[config.mk]
export PLATFORM = sky130hd
export DESIGN_NAME = pipe_ctrl
export DESIGN_NICKNAME = d
export VERILOG_FILES = /design/src/rtl/pipe_ctrl.sv
export SDC_FILE = /design/constraint.sdc
export NUM_CORES = 1
export LEC_CHECK = 0
export CAP_MARGIN = 20
export CORE_AREA = 2 2 117 74
export CTS_CLUSTER_SIZE = 16
export DETAILED_ROUTE_END_ITERATION = 7
export DIE_AREA = 0 0 119 76
export GPL_ROUTABILITY_DRIVEN = 0
export PLACE_DENSITY = 0.83
export RECOVER_POWER = 50
export SLEW_MARGIN = 20
export SYNTH_ARGS = -nofsm -noshare
export SYNTH_HDL_FRONTEND = slang
export SYNTH_SLANG_ARGS = --single-unit
export TNS_END_PERCENT = 50
[constraint.sdc]
create_clock -name clk_i -period 5.1 [get_ports clk_i]
set_input_delay 1.02 -clock clk_i [delete_from_list [all_inputs] [get_ports clk_i]]
set_output_delay 1.02 -clock clk_i [all_outputs]
set_load 0.03 [all_outputs]
[src/rtl/pipe_ctrl.sv]
// pipe_ctrl: hazard and sequencing controller for the 5-stage RV32I pipeline.
// Decides each cycle which stage registers hold, which take a bubble, and when a
// mispredict redirect is accepted. Also tracks dmem wait timeouts, halts on
// SYSTEM instructions, and counts stall cycles and accepted redirects.
module pipe_ctrl #(
   parameter int unsigned MAX_WAIT = 255
) (
   input  logic        clk_i,
   input  logic        rst_n_i,
   input  logic [6:0]  D_opcode_i,
   input  logic [4:0]  D_rs1_i,
   input  logic [4:0]  D_rs2_i,
   input  logic [6:0]  E_opcode_i,
   input  logic [4:0]  E_rd_i,
   input  logic        E_redirect_i,
   input  logic        M_mem_i,
   input  logic        dmem_ready_i,
   input  logic [6:0]  W_opcode_i,
   output logic        F_stall_o,
   output logic        D_stall_o,
   output logic        E_stall_o,
   output logic        M_stall_o,
   output logic        D_bubble_o,
   output logic        E_bubble_o,
   output logic        W_bubble_o,
   output logic        redirect_o,
   output logic        halt_o,
   output logic        bus_err_o,
   output logic [31:0] cnt_stall_o,
   output logic [31:0] cnt_flush_o
);

   localparam logic [6:0] OP_LUI    = 7'b0110111;
   localparam logic [6:0] OP_JALR   = 7'b1100111;
   localparam logic [6:0] OP_BRANCH = 7'b1100011;
   localparam logic [6:0] OP_LOAD   = 7'b0000011;
   localparam logic [6:0] OP_STORE  = 7'b0100011;
   localparam logic [6:0] OP_IMM    = 7'b0010011;
   localparam logic [6:0] OP_R      = 7'b0110011;
   localparam logic [6:0] OP_SYSTEM = 7'b1110011;

   localparam logic [7:0] MAX_WAIT_C = 8'(MAX_WAIT);

   typedef enum logic [1:0] {
      S_RUN,
      S_MWAIT,
      S_HALT,
      S_ERR
   } state_t;

   state_t      r_state;
   logic [7:0]  r_waitCnt;
   logic        r_halt;
   logic        r_busErr;
   logic [31:0] r_cntStall;
   logic [31:0] r_cntFlush;

   logic        w_rs1Used;
   logic        w_rs2Used;
   logic        w_loadUse;
   logic        w_frozen;
   logic        w_stopped;
   logic [7:0]  w_waitNext;
   logic        w_fStall;
   logic        w_dStall;
   logic        w_eStall;
   logic        w_mStall;
   logic        w_dBubble;
   logic        w_eBubble;
   logic        w_wBubble;
   logic        w_redirect;

   // Hazard detection: which D sources are real, and whether a load in E feeds one of them.
   always_comb begin
      w_rs1Used  = (D_opcode_i == OP_JALR)  || (D_opcode_i == OP_BRANCH) ||
                   (D_opcode_i == OP_LOAD)  || (D_opcode_i == OP_STORE)  ||
                   (D_opcode_i == OP_IMM)   || (D_opcode_i == OP_R);
      w_rs2Used  = (D_opcode_i == OP_BRANCH) || (D_opcode_i == OP_STORE) ||
                   (D_opcode_i == OP_R);
      w_loadUse  = (E_opcode_i == OP_LOAD) && (E_rd_i != 5'd0) &&
                   ((w_rs1Used && (D_rs1_i == E_rd_i)) ||
                    (w_rs2Used && (D_rs2_i == E_rd_i)));
      w_stopped  = (r_state == S_HALT) || (r_state == S_ERR);
      w_frozen   = ((r_state == S_RUN) || (r_state == S_MWAIT)) &&
                   M_mem_i && !dmem_ready_i;
      w_waitNext = (r_waitCnt == MAX_WAIT_C) ? r_waitCnt : r_waitCnt + 8'd1;
   end

   // Per-cycle control decision in priority order; everything is held low while reset is asserted
   // so the pipeline sees a clean idle controller the moment reset hits.
   always_comb begin
      w_fStall   = 1'b0;
      w_dStall   = 1'b0;
      w_eStall   = 1'b0;
      w_mStall   = 1'b0;
      w_dBubble  = 1'b0;
      w_eBubble  = 1'b0;
      w_wBubble  = 1'b0;
      w_redirect = 1'b0;
      if (!rst_n_i) begin
         w_fStall = 1'b0;
      end else if (w_stopped || w_frozen) begin
         w_fStall  = 1'b1;
         w_dStall  = 1'b1;
         w_eStall  = 1'b1;
         w_mStall  = 1'b1;
         w_wBubble = 1'b1;
      end else if (E_redirect_i) begin
         w_redirect = 1'b1;
         w_dBubble  = 1'b1;
         w_eBubble  = 1'b1;
      end else if (w_loadUse) begin
         w_fStall  = 1'b1;
         w_dStall  = 1'b1;
         w_eBubble = 1'b1;
      end
   end

   // Sequencing FSM: memory wait tracking with timeout, halt on SYSTEM, sticky halt/error flags.
   always_ff @(posedge clk_i or negedge rst_n_i) begin
      if (!rst_n_i) begin
         r_state   <= S_RUN;
         r_waitCnt <= 8'd0;
         r_halt    <= 1'b0;
         r_busErr  <= 1'b0;
      end else begin
         case (r_state)
            S_RUN: begin
               if (w_frozen) begin
                  r_state   <= S_MWAIT;
                  r_waitCnt <= 8'd0;
               end else if (W_opcode_i == OP_SYSTEM) begin
                  r_state <= S_HALT;
                  r_halt  <= 1'b1;
               end
            end
            S_MWAIT: begin
               if (w_frozen) begin
                  r_waitCnt <= w_waitNext;
                  if (w_waitNext >= MAX_WAIT_C) begin
                     r_state  <= S_ERR;
                     r_halt   <= 1'b1;
                     r_busErr <= 1'b1;
                  end
               end else begin
                  r_state <= S_RUN;
               end
            end
            S_HALT: begin
               r_state <= S_HALT;
            end
            default: begin
               r_state <= S_ERR;
            end
         endcase
      end
   end

   // Performance counters: stall cycles and accepted redirects, frozen once the core stops.
   always_ff @(posedge clk_i or negedge rst_n_i) begin
      if (!rst_n_i) begin
         r_cntStall <= 32'd0;
         r_cntFlush <= 32'd0;
      end else if (!w_stopped) begin
         if (w_fStall) begin
            r_cntStall <= r_cntStall + 32'd1;
         end
         if (w_redirect) begin
            r_cntFlush <= r_cntFlush + 32'd1;
         end
      end
   end

   assign F_stall_o   = w_fStall;
   assign D_stall_o   = w_dStall;
   assign E_stall_o   = w_eStall;
   assign M_stall_o   = w_mStall;
   assign D_bubble_o  = w_dBubble;
   assign E_bubble_o  = w_eBubble;
   assign W_bubble_o  = w_wBubble;
   assign redirect_o  = w_redirect;
   assign halt_o      = r_halt;
   assign bus_err_o   = r_busErr;
   assign cnt_stall_o = r_cntStall;
   assign cnt_flush_o = r_cntFlush;

endmodule

Word level (Yosys, flattened, before mapping)
Cells that the tools add are included.
{"block": "classes", "addsub": 3, "magnitude_cmp": 1, "eq_ne": 21, "mux": 26, "n_bitwise": 1, "n_reduce_logical": 27}
{"op": "$add 32x1->32 const B", "count": 2}
{"op": "$mux 8", "count": 3}
{"op": "$eq 7x7->1 const B", "count": 3}
{"op": "$mux 1", "count": 16}
{"op": "$pmux 8 s2", "count": 1}
{"op": "$eq 7x2->1 const B", "count": 2}
{"op": "$eq 7x6->1 const B", "count": 2}
{"op": "$logic_or 1x1->1", "count": 11}
{"op": "$eq 5x5->1", "count": 2}
{"op": "$add 8x1->8 const B", "count": 1}
{"op": "$eq 8x8->1 const B", "count": 1}
{"op": "$ge 8x8->1 const B", "count": 1}
{"op": "$mux 2", "count": 4}
{"op": "$eq 7x5->1 const B", "count": 1}
{"op": "$logic_and 1x1->1", "count": 6}
{"op": "$ne 2x2->1 const B", "count": 3}
{"op": "$ne 3x2->1 const B", "count": 2}
{"op": "$pmux 2 s3", "count": 1}
{"op": "$reduce_and 2->1", "count": 3}
{"op": "$reduce_and 3->1", "count": 2}
{"op": "$reduce_and 5->1", "count": 1}
{"op": "$reduce_bool 5->1", "count": 1}
{"op": "$eq 2x2->1 const B", "count": 2}
{"op": "$ne 2x1->1 const B", "count": 2}
{"op": "other kinds (6)", "count": 6}
{"block": "word_totals", "regBits": 76, "in_bits": 41, "out_inout_bits": 74, "wordCells": 85}

Logic depth before layout (Yosys ltp)
{"block": "depth", "word_depth": 14, "mapped_depth": 8}

Worst setup path after synthesis
OpenSTA, ideal clock, no wires.
{"block": "synth_timing", "kind": "input port to output port", "from": "input port E_opcode_i[3]", "to": "output port F_stall_o", "arrival_ns": 2.543, "setup_slack_ns": 1.537, "cell_stages": 6, "n_path_buf": 1, "cell_sequence": "or4_4 > a2111oi_4 > nand3b_1 > o21ai_0 > and2_1 > buf_4"}
{"block": "synth_via", "elab_chain_cells": 7}
{"item": "from (decl)", "line": "13", "rtl": "input logic [6:0] E_opcode_i,"}
{"item": "$eq 7x2->1", "line": "80", "rtl": "w_loadUse = (E_opcode_i == OP_LOAD) && (E_rd_i != 5'd0) &&"}
{"item": "$logic_and 1x1->1 (2 in series)", "line": "80"}
{"item": "$mux 1 (4 in series)"}
{"item": "to (decl)", "line": "19", "rtl": "output logic F_stall_o,"}
Every way passes these cells.

Worst setup path in the final report
{"block": "layout_timing", "from": "input port E_opcode_i[3]", "to": "output port F_stall_o"}
{"block": "layout_via", "elab_chain_cells": 7}
{"item": "$eq 7x2->1", "line": "80"}
{"item": "$logic_and 1x1->1 (2 in series)", "line": "80"}
{"item": "$mux 1", "line": "112", "rtl": "end else if (w_loadUse) begin"}
{"item": "$mux 1", "line": "108", "rtl": "end else if (E_redirect_i) begin"}
{"item": "$mux 1", "line": "102", "rtl": "end else if (w_stopped || w_frozen) begin"}
{"item": "$mux 1", "line": "100", "rtl": "if (!rst_n_i) begin"}
Every way passes these cells.

==> reports/metrics.csv <==
metric,value,unit
p_leak,2.388,nW
grt_max_degree,44,
synth-async-reset-ratio,1.000,
cts_setup_buffers,0,
synth_nets,439,
max_freq,227.7,MHz
rows,26,
cts_num_sinks,76,
die_w,119,µm
portBuffers,114,
final_layout_size_suffix_gt1_frac,0.06226,
required,4080,ps
synthFlopType,dfrtp_1,
dpl_cell_area,0.005149,mm²
synth.area.top_cells,"dfrtp_1 (48%), xor2_1 (9.1%), xnor2_1 (7.1%), nand2_1 (4.4%), nand3_1 (3.9%)",
ff2ff_path_depth,6,
syn_inst,395,
cts_buffers,9,
synth.top_cells.by_count,"dfrtp_1 (76), nand2_1 (46), xor2_1 (41)",
timing.rr.start,cnt_stall_o[9],
hold_buffers,0,
cts_resized,0,
critPathKind,in -> out,
endpoint_kind,output port,
r2r-end,cnt_stall_o[31],
drc,0,
synth_seq_area_share,0.4838,
grt_pass1_wl,16290,µm
clockBufferDepth,2,
core_area,0.008100,mm²
status,completed,
syn2layout_area_growth,38.38,%
dp_cells,611,
worst_slew_pin_slew,1020,ps
yosysTopAreaCell,dfrtp_1,
netlist_area,0.003931,mm²
power,0.001730,W
finish.instance_area,0.005440,mm²
fin_cells,626,
clk_latency,330,ps
synth_seq_cells,76,
yosys_warnings,0,
grt_antenna_before_repair,0,
start_kind,input port,
slew_headroom,0.3201,
ctsRootBufferMaster,clkbuf_16,
drtAntennaViolNets,0,
holdPathEnd,cnt_flush_o[31],
htree_levels,3,
synth_top_area_share,0.4838,
cts.clk_slew.worst_paths,60,ps
r2r_slack,2760,ps
wl_per_cell,15.22,µm
design.die.area,0.009044,mm²
grt_use_total,0.2239,
vias_per_cell,5.340,
diodes,0,
synth_edf_count,0,
cp.arrival,3370,ps
yosysMostFrequentCell,dfrtp_1,
power.density,318.1,mW/mm²
yosys.cell_types.count,43,
io_pins,115,
syn_avg_cell_area,9.953,µm²
die_h,76,µm
min_from,cnt_flush_o[31],
max-vdd-ir-drop,0.3163,mV
vias,3343,
rsz0062_at_grt,no,
drv_slew,0,
start_util,0.4853,
whs_path_depth,1,
layout_worst_path_cycle_share,0.8611,
hpwl,7013,µm
finalSetupViolations,0,
fin_worst_skew,7.775,ps
hold_viol,0,
routed_wl,9526,µm
period_needed,4391,ps
tns,0,ps
whs,466.8,ps
cts_tree,built,
grt_overflow_total,0,
hold_class,reg -> reg,
drt_pre_antenna_iters,4,
finalNetCount,554,
grt_pass1_vias,3305,
worstPathMaxFanout,2,
drv_cap,0,
drt-initial-drc-count,305,
-- layout make-up --
cell class                      instances  area, µm²
Timing Repair Buffer                  116       1154
Clock buffer                           10      239.0
Fill cell                             639       2660
Multi-Input combinational cell        294       1904
Inverter                               13      48.80
Clock inverter                          5      52.55
Sequential cell                        76       1902
Tap cell                              112      140.1
-- critical path: stages --
cell and delay (ps):
clkdlybuf4s50_1 400, or4_4 540, a2111oi_4 260, nand3b_1 150, o21ai_0 150, and2_1 170
clkdlybuf4s50_1 690
-- metrics by stage --
step,utilization,setup WS [ps]
after global placement,0.6356,744.0
after floorplan,-,1537
after CTS,0.6716,699.9
after detailed placement,0.6356,702.9
after global routing,0.6716,576.4
final,0.6716,708.6
-- power breakdown --
group | internal (W) | switching, W
Clock | 0.000387 | 0.000241
Sequential | 0.000651 | 0.0000793
Combinational | 0.000160 | 0.000213
-- worst max-delay path by stage --
stage                              from        end
after floorplan           E_opcode_i[3]  F_stall_o
final                     E_opcode_i[3]  F_stall_o
after CTS                 E_opcode_i[3]  F_stall_o
after global placement    E_opcode_i[3]  D_stall_o
after global routing      E_opcode_i[3]  F_stall_o
after detailed placement  E_opcode_i[3]  F_stall_o
-- layout by cell type, fill, tap and decap left out, drive strengths merged, types with 11 or more instances in the layout --
cell type / n
clkdlybuf4s50: 83
dfrtp: 76
nand2: 46
xor2: 41
xnor2: 32
nand3: 31
dlygate4sd3: 30
nor2: 26
nor3: 19
nor4: 15
inv: 13
and3: 12
nand4: 11
-- flip-flops by register name (all words and copies together), names as in the netlist, named ones only --
signal       flops
bus_err_o        1
cnt_flush_o     32
cnt_stall_o     32
halt_o           1
r_state          1
r_waitCnt        8
-- layer usage --
layer  track usage  vias up  part of all wire
met5             0        -                 0
met4       0.05833        0            0.0069
met3       0.06213        7             0.055
met2        0.3552       92              0.48
met1        0.3055     1637              0.46
li1              -     1607                 -
-- logic make-up after synthesis --
logic type	Yosys count	share of synthesized area
AO/OA/AOI/OAI	35	0.06366
XOR/XNOR	73	0.1626
adder cells (fa/ha/maj)	3	0.009549
buffers and inverters	25	0.03182
flip-flops	76	0.4838
multiplexers	3	0.008593
AND/OR/NAND/NOR	180	0.2400
Power figures use the tool's default switching activity.
